**src/rtl/i2c_led_regfile_pkg.sv**
```systemverilog
// Shared definitions for the I2C-fed LED colour register file: FSM encoding and defaults.
package i2c_led_regfile_pkg;

    typedef enum logic [1:0] {
        StIdle,
        StPtr,
        StData,
        StDiscard
    } state_e;

    localparam int unsigned NumLedsDefault     = 8;
    localparam int unsigned BytesPerLedDefault = 3;
    localparam logic [6:0]  I2cSlaveAddr       = 7'h42;

endpackage

```
**src/rtl/i2c_led_regfile.sv**
```systemverilog
// Byte sink behind the I2C slave: first byte after START sets the write pointer, the rest fill
// the LED colour memory with auto-increment. Registered read port and frame-update strobe.
module i2c_led_regfile
    import i2c_led_regfile_pkg::*;
#(
    parameter int unsigned NUM_LEDS      = NumLedsDefault,
    parameter int unsigned BYTES_PER_LED = BytesPerLedDefault,
    localparam int unsigned DEPTH        = NUM_LEDS * BYTES_PER_LED,
    localparam int unsigned ADDR_W       = $clog2(DEPTH)
) (
    input  logic              clk,
    input  logic              reset,
    input  logic [7:0]        data,
    input  logic              data_valid_i,
    input  logic              start,
    input  logic              stop,
    input  logic [ADDR_W-1:0] rd_addr,
    output logic [7:0]        rd_data,
    output logic              frame_update,
    output logic              busy
);

    state_e            state_q;
    logic [ADDR_W-1:0] ptr_q;
    logic              dirty_q;
    logic              busy_q;
    logic              frame_update_q;
    logic [7:0]        rd_data_q;
    logic [7:0]        mem_q [0:DEPTH-1];

    logic rd_in_range;
    logic ptr_in_range;

    // Extra bit keeps the comparison correct when DEPTH is a power of two.
    assign rd_in_range  = ({1'b0, rd_addr} < (ADDR_W + 1)'(DEPTH));
    assign ptr_in_range = (32'(data) < DEPTH);

    assign rd_data      = rd_data_q;
    assign frame_update = frame_update_q;
    assign busy         = busy_q;

    always_ff @(posedge clk or posedge reset) begin
        if (reset) begin
            state_q        <= StIdle;
            ptr_q          <= '0;
            dirty_q        <= 1'b0;
            busy_q         <= 1'b0;
            frame_update_q <= 1'b0;
            rd_data_q      <= '0;
            for (int unsigned i = 0; i < DEPTH; i++) begin
                mem_q[i] <= '0;
            end
        end else begin
            frame_update_q <= 1'b0;
            rd_data_q      <= rd_in_range ? mem_q[rd_addr] : 8'h00;

            if (stop) begin
                state_q        <= StIdle;
                busy_q         <= 1'b0;
                frame_update_q <= dirty_q;
                dirty_q        <= 1'b0;
            end else if (start) begin
                // A repeated START keeps pending writes so only the final STOP strobes.
                if (state_q == StIdle) begin
                    dirty_q <= 1'b0;
                end
                state_q <= StPtr;
                busy_q  <= 1'b1;
            end else if (data_valid_i) begin
                case (state_q)
                    StPtr: begin
                        if (ptr_in_range) begin
                            ptr_q   <= data[ADDR_W-1:0];
                            state_q <= StData;
                        end else begin
                            state_q <= StDiscard;
                        end
                    end
                    StData: begin
                        mem_q[ptr_q] <= data;
                        ptr_q        <= (ptr_q == ADDR_W'(DEPTH - 1)) ? '0 : ptr_q + 1'b1;
                        dirty_q      <= 1'b1;
                    end
                    default: ;
                endcase
            end
        end
    end

endmodule

```
**config.mk**
```make
export PLATFORM = sky130hd
export DESIGN_NAME = i2c_led_regfile
export DESIGN_NICKNAME = d
export VERILOG_FILES = /design/src/rtl/i2c_led_regfile_pkg.sv /design/src/rtl/i2c_led_regfile.sv
export SDC_FILE = /design/constraint.sdc
export NUM_CORES = 1
export LEC_CHECK = 0
export CORE_MARGIN = 2
export CORE_UTILIZATION = 55
export DETAILED_ROUTE_END_ITERATION = 8
export MAX_ROUTING_LAYER = met4
export PLACE_DENSITY_LB_ADDON = 0.08
export SETUP_SLACK_MARGIN = 0.15
export SLEW_MARGIN = 30
export SYNTH_ARGS = -nofsm -noshare
export SYNTH_HDL_FRONTEND = slang
export SYNTH_SLANG_ARGS = --single-unit
```
**constraint.sdc**
```tcl
create_clock -name clk -period 18.5 [get_ports clk]
set_clock_uncertainty 0.05 [all_clocks]
set_input_delay 2.775 -clock clk [delete_from_list [all_inputs] [get_ports clk]]
set_output_delay 2.775 -clock clk [all_outputs]
set_load 0.005 [all_outputs]
```
==> out/metrics.csv <==
stage;metric;value;unit
clock_network;cts_resized;0;
place;dp.cells;859;
timing;finalHoldViolations;0;
min_path;min-delay-start;mem_q[55];
yosys;syn_inst;645;
place;dpl.hpwl;13500;um
yosys;netlist_top_cells_area;dfrtp_1, mux2_2, mux4_1;
timing;max_freq;0.213;GHz
floorplan;die_area;19000;um2
global_routing;grt_pass1_wl;34300;um
detailed_routing;wl;21600;um
worst_setup_path;slowest_stage;clkdlybuf4s50_1;
clock_network;clock-root-buffer;clkbuf_16;
detailed_routing;drcViolationCount;0;
worst_setup_path;rr_startpoint;state_q[1];
floorplan;core_area;17400;um2
detailed_routing;wire_per_inst;24.0;um
yosys;syn_area_per_cell;15.3;um2
global_routing;grt_antenna_before_repair;0;
timing;slew_headroom;0.361;
timing;rsz0062_at_grt;no;
yosys;synth_top_area_share;0.532;
worst_setup_path;cp.arrival;5.03;ns
cells_and_area;nets;682;
pwr;p_leak;5.48;nW
yosys;synth_fp_nets;667;
global_routing;overflow;0;
global_routing;grt_max_degree;117;
cells_and_area;finalNonFillerCells;900;
detailed_routing;dr.pass1.iters;5;
worst_setup_path;slowest_delay;0.83;ns
place;gp_congestion;0.834;
min_path;holdPathStages;1;
yosys;netlist_area;9870;um2
worst_setup_path;startpoint_type;input port;
yosys;synth_area_leader_cell;dfrtp_1;
floorplan;die_x;138;um
floorplan;ios;28;
place;place_ws;13.26;ns
pwr;ir_worst_vdd;72.4;uV
yosys;ys_seq_area_frac;0.532;
worst_setup_path;path_cells;clkdlybuf4s50_1 -> nor4_1 -> a31oi_1 -> nor2_1 -> mux2_2;
worst_setup_path;r2r-end;mem_q[143];
yosys;yosys_warnings;0;
timing;slew_viol_final;0;
place;io_buffers;27;
timing;worst_slew_pin_slew;0.958;ns
clock_network;clk_pin_slew;0.05;ns
yosys;ys_seq_elements;210;
clock_network;clockBufferDepth;3;
floorplan;initial_core_util;0.567;
yosys;synthDistinctLibCells;43;
worst_setup_path;regToRegSetupSlack;16.18;ns
detailed_routing;ant_nets;0;
timing;finalCritPeriodShare;0.254;
yosys;synth-edff-count;0;
clock_network;cts_max_level;1;
detailed_routing;drt_first_iter_violations;327;
global_routing;grt_pass1_vias;5900;
timing;fin_setup_tns;0;ns
outcome;status;finished, final reports clean;
worst_setup_path;crit_family;buffers and inverters;
cells_and_area;finish.instance_area;10900;um2
place;dpl_cell_area;10100;um2
min_path;holdPathEnd;mem_q[55];
pwr;power_density;90.0;nW/um2
timing;setup_ws;13.80;ns
cells_and_area;areaGrowthSynthToFinish;10.5;%
min_path;hp-class;register to register;
detailed_routing;num_vias;5576;
worst_setup_path;endpoint_kind;register;
floorplan;placementRows;48;
clock_network;holdBufCountCts;0;
clock_network;insertion_delay;0.50;ns
cells_and_area;drive_gt1_frac;0.437;
clock_network;cts.sinks;210;
timing;setup_viol;0;
clock_network;cts_made_buffers;23;
worst_setup_path;worst-path-buf-inv;1;
clock_network;cts_tree;yes;
worst_setup_path;crit_fanout;25;
worst_setup_path;cp_data_required_time;18.83;ns
floorplan;die_h;138;um
worst_setup_path;r2r_cells;4;
timing;fin_crit;4.70;ns
yosys;synth_async_sr_flop_share;1.00;
yosys;synth_ff_type;dfrtp_1;
detailed_routing;vias_per_cell;6.20;
job;cap_violations;0;
global_routing;track_usage;0.252;
clock_network;cts_setup_buffers;0;
worst_setup_path;path_class;input port to register;
cells_and_area;antenna_cells;0;
flip-flops by register name, indices dropped and copies added (netlist names):
register	cells
dirty_q	1
mem_q	192
state_q	2
ptr_q	5
rd_data	8
frame_update	1
busy	1
stage by stage:
step / util / total power [W] / hold slack, ns
after floorplan: - / 0.000524 / 0.406
after detailed placement: 0.582 / 0.000541 / 0.430
after CTS: 0.625 / 0.000990 / 0.443
final: 0.626 / 0.000982 / 0.440
after global placement: 0.582 / 0.000539 / 0.417
after global routing: 0.626 / 0.00102 / 0.457
how the worst max path moves through the flow:
stage             from       end  slack (ns)  depth (start not counted)
6_report       data[5]  ptr_q[0]       13.80                          5
5_1_grt        data[5]  ptr_q[0]       13.66                          5
4_1_cts        data[5]  ptr_q[0]       13.79                          5
3_5_place_dp   data[5]  ptr_q[0]       13.26                          5
3_3_place_gp   data[5]  ptr_q[0]       13.34                          5
2_1_floorplan    reset      busy        9.94                          1
logic make-up (layout without fill, tap and decap cells):
group | count (synthesis) | count (layout) | synth area share
compound gates | 43 | 43 | 0.0297
fa+ha+maj | 4 | 4 | 0.00507
buf+inv | 49 | 79 | 0.0346
flops | 210 | 210 | 0.532
mux | 266 | 266 | 0.355
simple gates | 73 | 73 | 0.0436
area by class of cell:
type | instances | area (um2)
clock buffer | 33 | 693
inverter | 5 | 26.3
clock inverter | 7 | 60.1
tap | 225 | 282
sequential | 210 | 5260
fill | 1295 | 6510
multi-input combinational | 386 | 4270
timing repair buffer | 34 | 317
synth_stat cells, types with 2 or more instances:
| cell | n |
|---|---|
| nand2_1 | 12 |
| clkbuf_1 | 17 |
| nand3_1 | 4 |
| ha_1 | 4 |
| buf_2 | 7 |
| mux2_2 | 192 |
| a2bb2oi_1 | 9 |
| a21oi_1 | 5 |
| nor4_1 | 2 |
| o31ai_1 | 2 |
| nand2b_1 | 3 |
| nor3b_2 | 3 |
| nor2b_1 | 2 |
| and2b_2 | 2 |
| nand2_2 | 24 |
| mux4_1 | 22 |
| mux2_1 | 9 |
| o21ai_0 | 15 |
| a32oi_1 | 9 |
| and2_1 | 2 |
| buf_6 | 5 |
| nor3_2 | 2 |
| inv_1 | 4 |
| and3_1 | 5 |
| buf_8 | 3 |
| mux4_2 | 17 |
| dfrtp_1 | 210 |
| nor2_1 | 9 |
| buf_4 | 6 |
| clkdlybuf4s25_2 | 2 |
| mux2i_1 | 25 |
worst register-to-register path, delay by kind of cell, from the launching register on:
kind | cells | cell delay, ns
simple gates | 3 | 1.35
mux | 1 | 0.39
flops | 1 | 0.42
cell usage in the layout (no fill, tap or decap), types with 2 or more instances in the layout:
cell type        count
dfrtp_1            210
mux2_2             192
mux2i_1             25
nand2_2             24
clkbuf_16           23
mux4_1              22
clkdlybuf4s50_1     21
mux4_2              17
o21ai_0             15
nand2_1             12
mux2_1               9
nor2_1               9
a2bb2oi_1            9
a32oi_1              9
clkbuf_8             8
clkinv_2             6
buf_2                6
and3_1               5
a21oi_1              5
buf_4                5
nand3_1              4
ha_1                 4
nor3b_2              3
nand2b_1             3
inv_1                3
nor2b_1              2
nor4_1               2
nor3_2               2
and2_1               2
and2b_2              2
o31ai_1              2
clkbuf_1             2
metal layers:
metal,vias up,GRT usage,part of all wire
met3,29,0.0318,0.037
met5,-,-,0
met1,2996,0.347,0.46
met4,0,0.0476,0.013
met2,102,0.410,0.49
li1,2449,-,-
report_power, final:
part	total [W]	internal, W	leakage (nW)	switching (W)
combinational	0.0000592	0.0000213	2.18	0.0000379
sequential	0.000474	0.000466	2.92	0.00000760
clock	0.000449	0.000272	0.381	0.000177
No activity file was read; power rests on OpenSTA's default activity.
==> patch: new RTL, same flow settings <==
The output `rd_data` loses its register stage (`rd_data_q` becomes a continuous assignment).
--- a/src/rtl/i2c_led_regfile.sv
+++ b/src/rtl/i2c_led_regfile.sv
@@ -47,5 +47,4 @@
             busy_q         <= 1'b0;
             frame_update_q <= 1'b0;
-            rd_data_q      <= '0;
             for (int unsigned i = 0; i < DEPTH; i++) begin
                 mem_q[i] <= '0;
@@ -53,5 +52,4 @@
         end else begin
             frame_update_q <= 1'b0;
-            rd_data_q      <= rd_in_range ? mem_q[rd_addr] : 8'h00;
 
             if (stop) begin
@@ -88,4 +86,6 @@
     end
 
+    assign rd_data_q = rd_in_range ? mem_q[rd_addr] : 8'h00;
+
 endmodule
 
Check against the original RTL: not equivalent (Yosys sat finds a counterexample within 4 cycles, from zero or initial values and one cycle with reset high).
==> patch against the unedited design <==
Non-clock buffer count fell by 2. Sequential share of layout area fell by 0.44 points. Clock power fell by 4%. Global-route usage fell by 0.54 points. Routed wire length fell by 4.1%. Core utilization fell by 0.77 points. Worst setup slack got worse by 3.5 ns. Cell area fell by 2.9%. Critical path depth rose by 1. Total power fell by 3.8%. Combinational power fell by 0.7%. Sequential cell count fell by 8. Area after synthesis fell by 3.6%.
==> patch: results (changes against the unedited design) <==
first-pass GRT wire length: 33.11 mm (-3.5%)
clock buffer depth: 3 (unchanged)
Post-synth ARST share: 100.0% (unchanged)
pin count of the biggest net entering global routing: 132 (+13%)
met1 WL: 9.385 mm (-5.7%)
top cells by instance count after synthesis: 202 x dfrtp_1, 192 x mux2_2, 29 x mux4_2, 25 x mux2i_1, 24 x nand2_2
register area share after synthesis: 53.12% (-0.13 points)
Post-CTS Resized: 0 (unchanged)
NetSw: 220.4 uW (-0.82%)
Post-Synth Adder-Cell Area: 0.5259% (+0.019 points)
Total GRT Usage: 24.62% (-0.54 points)
Clock transition at path regs: 0.06 ns
Compound-Gate Fraction of Synth Area: 3.024% (+0.057 points)
post-synth net total: 657 (-1.5%)
Ys Warns: 0 (unchanged)
peak supply drop: 73.68 uV (+1.8%)
layout net count: 671 (-1.6%)
status: completed
# diodes: 0 (unchanged)
Leakage: 0.005244 uW (-4.3%)
CP Max Fanout: 12 (-52%)
fillers: 1286 (-0.69%)
layout cells sized above 1: 45.86% (+2.2 points)
RePlAce Congestion: 1.011 (+21%)
cts hold-fix bufs: 0 (unchanged)
initial drt markers: 367 (+12%)
CTS root buf: clkbuf_16
count of different cell masters after synthesis: 37 (-14%)
Critical Path AT: 5.35 ns (+0.32 ns)
post-synthesis mux area share: 36.31% (+0.85 points)
Setup Buffers After CTS: 0 (unchanged)
Routed met3 length: 1.021 mm (+28%)
met2 routed WL: 9.915 mm (-6.2%)
DP Worst Slack: 10.28 ns (-2.987 ns)
DRT Wirelength: 20.72 mm (-4.1%)
Relative slew margins: 52.17% (+16 points)
post-detail-place hpwl: 13.07 mm (-3.0%)
vias in the first global route: 5693 (-3.5%)
top post-synthesis cells by area: dfrtp_1 53%, mux2_2 23%, mux4_2 6.9%
Vias/cell: 6.115 (-1.3%)
Main synth FF type: dfrtp_1
cts bufs inserted: 23 (unchanged)
Clk Latency, worst-skew pair: 0.51 ns
First-pass DRT Iterations: 4 (-1)
==> patch: changes by cell type after synthesis, moves of 3 or more <==
cell      unedited run  this run
mux4_2              17        29
mux4_1              22        11
dfrtp_1            210       202
and3_1               5         1
and4_1               0         4
buf_4                6         9
buf_6                5         2
buf_8                3         0
clkbuf_1            17        20
==> patch: cells by family (layout without fill, tap and decap cells) <==
family | count (synthesis) | after routing
mux | 266 | 266
flops | 202 | 202
simple gates | 73 | 73
buf+inv | 48 | 78
compound gates | 42 | 42
fa+ha+maj | 4 | 4
==> patch: power by group through the flow <==
stage	registers (uW)	logic [uW]	clock network [uW]
after floorplan	459	43.4	0
after global placement	462	58.4	0
after detailed placement	463	59.9	0
after CTS	455	60.1	442
after global routing	456	64.9	460
final	455	58.8	430
==> patch: final timing paths <==
check                           start         end  slack [ns]  cells after the start
max reg2reg                state_q[0]  mem_q[142]       16.09                      4
max                        rd_addr[2]  rd_data[4]       10.33                      6
max in group asynchronous       reset  mem_q[154]       14.51                      3
min in group asynchronous       reset  mem_q[182]        2.67                      2
min reg2reg                 mem_q[45]   mem_q[45]        0.43                      1
min                         mem_q[45]   mem_q[45]        0.43                      1
==> patch: critical path, stage by stage <==
cell and delay (ns):
clkdlybuf4s50_1 0.80, nor2b_1 0.55, a2bb2oi_1 0.20, a32oi_1 0.38, o21ai_0 0.15, clkdlybuf4s50_1 0.48
==> patch: area by class of cell <==
type | count | share of cell area (%)
timing repair buffer | 32 | 2.553
multi-input combinational | 385 | 39.88
sequential | 202 | 47.75
inverter | 5 | 0.2955
clock inverter | 8 | 0.4137
tap | 225 | 2.659
clock buffer | 33 | 6.453
==> patch: metal layers <==
layer	vias up	global-route usage (%)
met2	122	38.22
met3	29	3.928
met1	2880	34.54
li1	2411	-
met5	-	-
met4	0	6.076
==> patch: per-stage QoR <==
stage / area [sq um] / std cells / utilization [%]
after CTS: 10600 / 890 / 61.92
final: 10590 / 890 / 61.85
after global routing: 10590 / 890 / 61.85
after global placement: 9882 / 849 / 57.73
after floorplan: 9517 / 635 / -
after detailed placement: 9872 / 849 / 57.68
